==> src/rtl/regfile_mp_pkg.sv <==
// Shared definitions for the multi-port register file: FSM state encoding
// and default geometry.
package regfile_mp_pkg;

  localparam int unsigned DEF_WIDTH   = 32;
  localparam int unsigned DEF_REGBITS = 5;

  // CLEAR zeroes the array one entry per cycle; RUN is normal operation.
  typedef enum logic {
    ST_CLEAR = 1'b0,
    ST_RUN   = 1'b1
  } state_e;

endpackage

==> src/rtl/regfile_bypass_mux.sv <==
// Read-data selector for one read port of regfile_mp.
// Ports:
//   run_i    - array is readable (RUN state, reset low); otherwise reads zero
//   ra_i     - read address; address 0 always reads zero
//   ram_rd_i - raw array data at ra_i
//   we*/wa*/wd* - current-cycle write ports, forwarded when BYPASS != 0
//   rd_o     - combinational read data
module regfile_bypass_mux
  import regfile_mp_pkg::*;
#(
  parameter int unsigned WIDTH   = DEF_WIDTH,
  parameter int unsigned REGBITS = DEF_REGBITS,
  parameter int unsigned BYPASS  = 1
) (
  input  logic               run_i,
  input  logic [REGBITS-1:0] ra_i,
  input  logic [WIDTH-1:0]   ram_rd_i,
  input  logic               we0_i,
  input  logic [REGBITS-1:0] wa0_i,
  input  logic [WIDTH-1:0]   wd0_i,
  input  logic               we1_i,
  input  logic [REGBITS-1:0] wa1_i,
  input  logic [WIDTH-1:0]   wd1_i,
  output logic [WIDTH-1:0]   rd_o
);

  // Port 1 has priority over port 0, matching the array's write precedence.
  always_comb begin
    rd_o = '0;
    if (run_i && (ra_i != '0)) begin
      rd_o = ram_rd_i;
      if (BYPASS != 0) begin
        if (we1_i && (wa1_i == ra_i)) begin
          rd_o = wd1_i;
        end else if (we0_i && (wa0_i == ra_i)) begin
          rd_o = wd0_i;
        end
      end
    end
  end

endmodule

==> src/rtl/regfile_mp.sv <==
// Two-write / two-read register file that zeroes itself after reset by
// sweeping the array, one entry per cycle, before accepting traffic.
// Ports:
//   clk, reset   - clock and synchronous active-high reset
//   we0/wa0/wd0  - write port 0
//   we1/wa1/wd1  - write port 1 (wins on address collision)
//   ra1/ra2      - read addresses
//   rd1/rd2      - combinational read data (zero during CLEAR/reset)
//   busy         - high while the clear sweep runs
module regfile_mp
  import regfile_mp_pkg::*;
#(
  parameter int unsigned WIDTH   = DEF_WIDTH,
  parameter int unsigned REGBITS = DEF_REGBITS,
  parameter int unsigned BYPASS  = 1
) (
  input  logic               clk,
  input  logic               reset,
  input  logic               we0,
  input  logic [REGBITS-1:0] wa0,
  input  logic [WIDTH-1:0]   wd0,
  input  logic               we1,
  input  logic [REGBITS-1:0] wa1,
  input  logic [WIDTH-1:0]   wd1,
  input  logic [REGBITS-1:0] ra1,
  input  logic [REGBITS-1:0] ra2,
  output logic [WIDTH-1:0]   rd1,
  output logic [WIDTH-1:0]   rd2,
  output logic               busy
);

  localparam int unsigned DEPTH = 1 << REGBITS;

  state_e             state_q, state_d;
  logic [REGBITS-1:0] cnt_q, cnt_d;
  logic               clr_we_c;
  logic               run_c;
  logic               wr0_c, wr1_c;
  logic [WIDTH-1:0]   mem_q [DEPTH];

  // State register; cnt starts at 1 because entry 0 is never stored.
  always_ff @(posedge clk) begin
    if (reset) begin
      state_q <= ST_CLEAR;
      cnt_q   <= REGBITS'(1);
    end else begin
      state_q <= state_d;
      cnt_q   <= cnt_d;
    end
  end

  // Next-state: sweep to the top entry, then leave CLEAR without wrapping.
  always_comb begin
    state_d  = state_q;
    cnt_d    = cnt_q;
    clr_we_c = 1'b0;
    unique case (state_q)
      ST_CLEAR: begin
        clr_we_c = !reset;
        if (cnt_q == '1) begin
          state_d = ST_RUN;
        end else begin
          cnt_d = cnt_q + REGBITS'(1);
        end
      end
      ST_RUN: begin
        state_d = ST_RUN;
      end
      default: begin
        state_d = ST_CLEAR;
      end
    endcase
  end

  // A write coinciding with reset is dropped, as are writes to entry 0.
  assign run_c = (state_q == ST_RUN) && !reset;
  assign wr0_c = run_c && we0 && (wa0 != '0);
  assign wr1_c = run_c && we1 && (wa1 != '0);
  assign busy  = (state_q == ST_CLEAR);

  // Storage: port 1 is written last so it wins a same-address collision.
  always_ff @(posedge clk) begin
    if (clr_we_c) mem_q[cnt_q] <= '0;
    if (wr0_c)    mem_q[wa0]   <= wd0;
    if (wr1_c)    mem_q[wa1]   <= wd1;
  end

  regfile_bypass_mux #(.WIDTH(WIDTH), .REGBITS(REGBITS), .BYPASS(BYPASS)) u_mux1 (
    .run_i(run_c), .ra_i(ra1), .ram_rd_i(mem_q[ra1]),
    .we0_i(we0), .wa0_i(wa0), .wd0_i(wd0),
    .we1_i(we1), .wa1_i(wa1), .wd1_i(wd1),
    .rd_o(rd1)
  );

  regfile_bypass_mux #(.WIDTH(WIDTH), .REGBITS(REGBITS), .BYPASS(BYPASS)) u_mux2 (
    .run_i(run_c), .ra_i(ra2), .ram_rd_i(mem_q[ra2]),
    .we0_i(we0), .wa0_i(wa0), .wd0_i(wd0),
    .we1_i(we1), .wa1_i(wa1), .wd1_i(wd1),
    .rd_o(rd2)
  );

endmodule

==> config.mk <==
export PLATFORM = sky130hd
export DESIGN_NAME = regfile_mp
export DESIGN_NICKNAME = d
export VERILOG_FILES = /design/src/rtl/regfile_mp_pkg.sv /design/src/rtl/regfile_bypass_mux.sv /design/src/rtl/regfile_mp.sv
export SDC_FILE = /design/constraint.sdc
export NUM_CORES = 2
export LEC_CHECK = 0
export CORE_ASPECT_RATIO = 0.5
export CORE_MARGIN = 3
export CORE_UTILIZATION = 29
export DETAILED_ROUTE_END_ITERATION = 7
export GPL_TIMING_DRIVEN = 1
export HOLD_SLACK_MARGIN = 0.06
export PLACE_DENSITY = 0.43
export SLEW_MARGIN = 20
export SYNTH_ARGS = -nofsm -noshare
export SYNTH_HDL_FRONTEND = slang
export SYNTH_HIERARCHICAL = 1
export SYNTH_SLANG_ARGS = --single-unit
==> constraint.sdc <==
create_clock -name clk -period 7.8 [get_ports clk]
set_clock_uncertainty 0.2 [all_clocks]
set_input_delay 1.56 -clock clk [delete_from_list [all_inputs] [get_ports clk]]
set_output_delay 1.56 -clock clk [all_outputs]
set_load 0.005 [all_outputs]
==> out/metrics.cfg <==
[synthesis]
ys_seq_elements = 1030
synth_area_um2 = 60700
yosys-mux-area-fraction_pct = 27.9
synth_cell_types = 62
mappedNetlistNets = 4545
synth_top_family_by_area = multiplexers
syn_inst = 4455
ys.flop_type = edfxtp_1
synth-edff-count = 1024
ys_seq_area_share_pct = 50.8
synth_top_area_share_pct = 50.6
synth-simple-area-share_pct = 6.18
async_reset_ff_share_pct = 0
synth_compound_area_share_pct = 10.1
synthAdderAreaFrac_pct = 0.0412
synth_xor_area_share_pct = 0.356
yosysWarnings = 6
yosys.area.top_type = edfxtp_1
synth.area.top_cells = edfxtp_1 (51%), mux4_2 (19%), mux2_2 (7.2%)
syn_avg_cell_area_um2 = 13.6

[timing]
final_hold_viol_count = 0
setup_viol = 0
finalSetupTns_ns = 0
tightestPinTransition_ns = 1.27
fin_crit_sh_pct = 92.7
slew-limit-headroom_pct = 15.7
rsz0062_at_grt = no
max_freq_mhz = 138
fin_ws_ns = 0.567
period_minus_slack_ns = 7.23
drv_slew = 0
worst_hold_slack_ns = 0.353

[global_routing]
grt_use_total_pct = 25.8
antenna_found_initial = 6
grt_pass1_vias = 43800
grt_max_degree = 65
overflow = 0
grt_first_pass_wirelength_mm = 380

[pwr]
p_clk_share_pct = 42.8
seqPwrFrac_pct = 48.2
power.net_switching_uw = 3180
leakage_uw = 0.0205
p_int_uw = 9460
sw_frac_of_total_pct = 25.1
power-per-cell-area_nw_per_um2 = 182
vdd_drop_max_mv = 0.186
total_power_uw = 12600
combPwrFrac_pct = 9.0

[setup_path]
start_kind = input port
crit_type = input port to output port
worst_setup_path_end_kind = output port
arrival_ns = 5.47
r2r_cells = 5
r2r_start = state_q
cp_max_fo = 17
worstPathRequired_ns = 6.04
r2r-end = mem_q[1][13]
rrSetupSlack_ns = 3.49

[cts]
clockBufferDepth = 3
hold_buffers = 0
path_clk_slew_ns = 0.05
clock-sinks = 1030
post_cts_buffers = 0
root_buffer = clkbuf_16
numCtsBuffers = 111
cts_max_level = 3
ctsResizeCount = 0
cts_tree = built
clock_latency_ns = 0.73

[run_status]
outcome = complete, no violations

[placed_design]
port_buffers = 152
placed_cell_area_um2 = 66000
place.gp.congestion = 0.838
dp_hpwl_mm = 162
place_ws_ns = 0.637

[hold_path]
min_to = cnt_q[1]
hold_path_depth = 2
hold_start = cnt_q[1]
holdCritPathClass = flop to flop

[detailed_routing]
drcViolationCount = 0
dr.pass1.iters = 6
num_vias = 44800
ant_nets = 0
drtIter0Drc = 6607
drt_wl_total_mm = 282
viasPerCell = 6.19
wire_per_inst_um = 39.0

[cells_and_area]
fin_area_um2 = 69500
fill_cells = 20200
drive_above_1_share_pct = 32.8
nNetsFinal = 4470
syn2layout_area_growth_pct = 14.5

[floorplan]
die_y_um = 330
dieWidth_um = 653
core_area_um2 = 208000
rows = 118
pin_count = 153
dieArea_um2 = 215000
start_util_pct = 29.3

[job]
cap_viol_max_count = 0

[cells in the final DEF, fill, tap and decap left out, types with 13 or more instances in the layout]
| cell type | count |
|---|---|
| a31oi_2 | 62 |
| buf_12 | 43 |
| buf_4 | 169 |
| clkbuf_1 | 26 |
| clkbuf_16 | 116 |
| clkdlybuf4s50_1 | 147 |
| clkinv_1 | 37 |
| clkinv_2 | 14 |
| edfxtp_1 | 1024 |
| inv_1 | 13 |
| inv_2 | 28 |
| mux2_1 | 94 |
| mux2_2 | 386 |
| mux4_2 | 512 |
| nand2_1 | 534 |
| nand2_4 | 29 |
| nand4_1 | 67 |
| nor2_1 | 17 |
| nor4_1 | 65 |
| o21ai_0 | 576 |
| o22ai_1 | 257 |
| o31ai_1 | 64 |
| xnor2_1 | 20 |
[per-layer routing]
metal / global-route usage, % / vias to the layer above / part of all wire (%)
met3: 5.81 / 578 / 9.8
li1: - / 17700 / -
met1: 35.3 / 23800 / 41
met2: 39.7 / 2727 / 45
met4: 10.2 / 4 / 4.3
met5: 0 / - / 0.0096
[cell usage after synthesis, types with 7 or more instances]
| cell | n |
|---|---|
| clkbuf_1 | 286 |
| inv_2 | 28 |
| nand2_4 | 17 |
| nand4_1 | 67 |
| mux2_2 | 386 |
| mux4_2 | 512 |
| o21ai_0 | 588 |
| buf_1 | 42 |
| edfxtp_1 | 1024 |
| buf_6 | 22 |
| nor4_1 | 67 |
| mux2_1 | 94 |
| buf_2 | 172 |
| nand2_1 | 550 |
| nand2b_1 | 8 |
| buf_4 | 27 |
| o22ai_1 | 257 |
| o31ai_1 | 76 |
| nand2_2 | 7 |
| nor2_1 | 18 |
| inv_1 | 13 |
| nor3_1 | 12 |
| a31oi_2 | 60 |
| nand3b_1 | 10 |
| xnor2_1 | 20 |
| o21bai_1 | 7 |
[final cells by class]
type	instances	area, um2	area share [%]
Multi-Input combinational cell	2829	27800	39.9
Sequential cell	1030	30900	44.4
Clock inverter	63	534	0.768
Tap cell	2760	3450	4.97
Clock buffer	142	3000	4.32
Timing Repair Buffer	367	3740	5.38
Inverter	41	154	0.221
Antenna cell	4	10.0	0.0144
[stage by stage]
step	cells	utilization [%]
floorplan	4455	-
global placement	7023	31.7
detailed placement	7026	31.8
CTS	7231	33.5
global route	7232	33.5
finish	7236	33.5
[critical path, cell delays in order]
cell and delay, ns:
clkdlybuf4s50_1 0.88, or3b_4 0.62, buf_12 0.28, o22ai_1 0.12, nor4_2 0.69, buf_4 0.22, o21ai_0 0.26, a31oi_2 0.28
clkdlybuf4s50_1 0.53
[how the worst max path moves through the flow]
stage / from / endpoint / cells past startpoint
floorplan: wa0[1] / mem_q[23][0] / 6
global placement: ra2[3] / rd2[0] / 9
detailed placement: ra2[3] / rd2[0] / 9
CTS: ra1[3] / rd1[0] / 8
global route: ra1[0] / rd1[0] / 9
finish: ra2[3] / rd2[0] / 9
[flip-flops by register name, indices dropped and copies added (netlist names)]
signal and flops:
mem_q 1024, state_q 1, cnt_q 5
[kinds of logic (layout without fill, tap and decap cells)]
logic type               count (synthesis)  count (layout)
flip-flops                            1030            1030
other                                    0               4
adder cells (fa/ha/maj)                  2               2
buffers and inverters                  596             613
multiplexers                           992             992
AND/OR/NAND/NOR                        797             797
XOR/XNOR                                23              23
AO/OA/AOI/OAI                         1015            1015
[power by group through the flow]
stage | Combinational [uW] | Clock, uW | Sequential (uW)
floorplan | 589 | 0 | 6200
finish | 1140 | 5410 | 6090
detailed placement | 1120 | 0 | 6210
global route | 1160 | 5680 | 6090
global placement | 1120 | 0 | 6200
CTS | 1120 | 5470 | 6090
(Power assumes the default switching activity.)
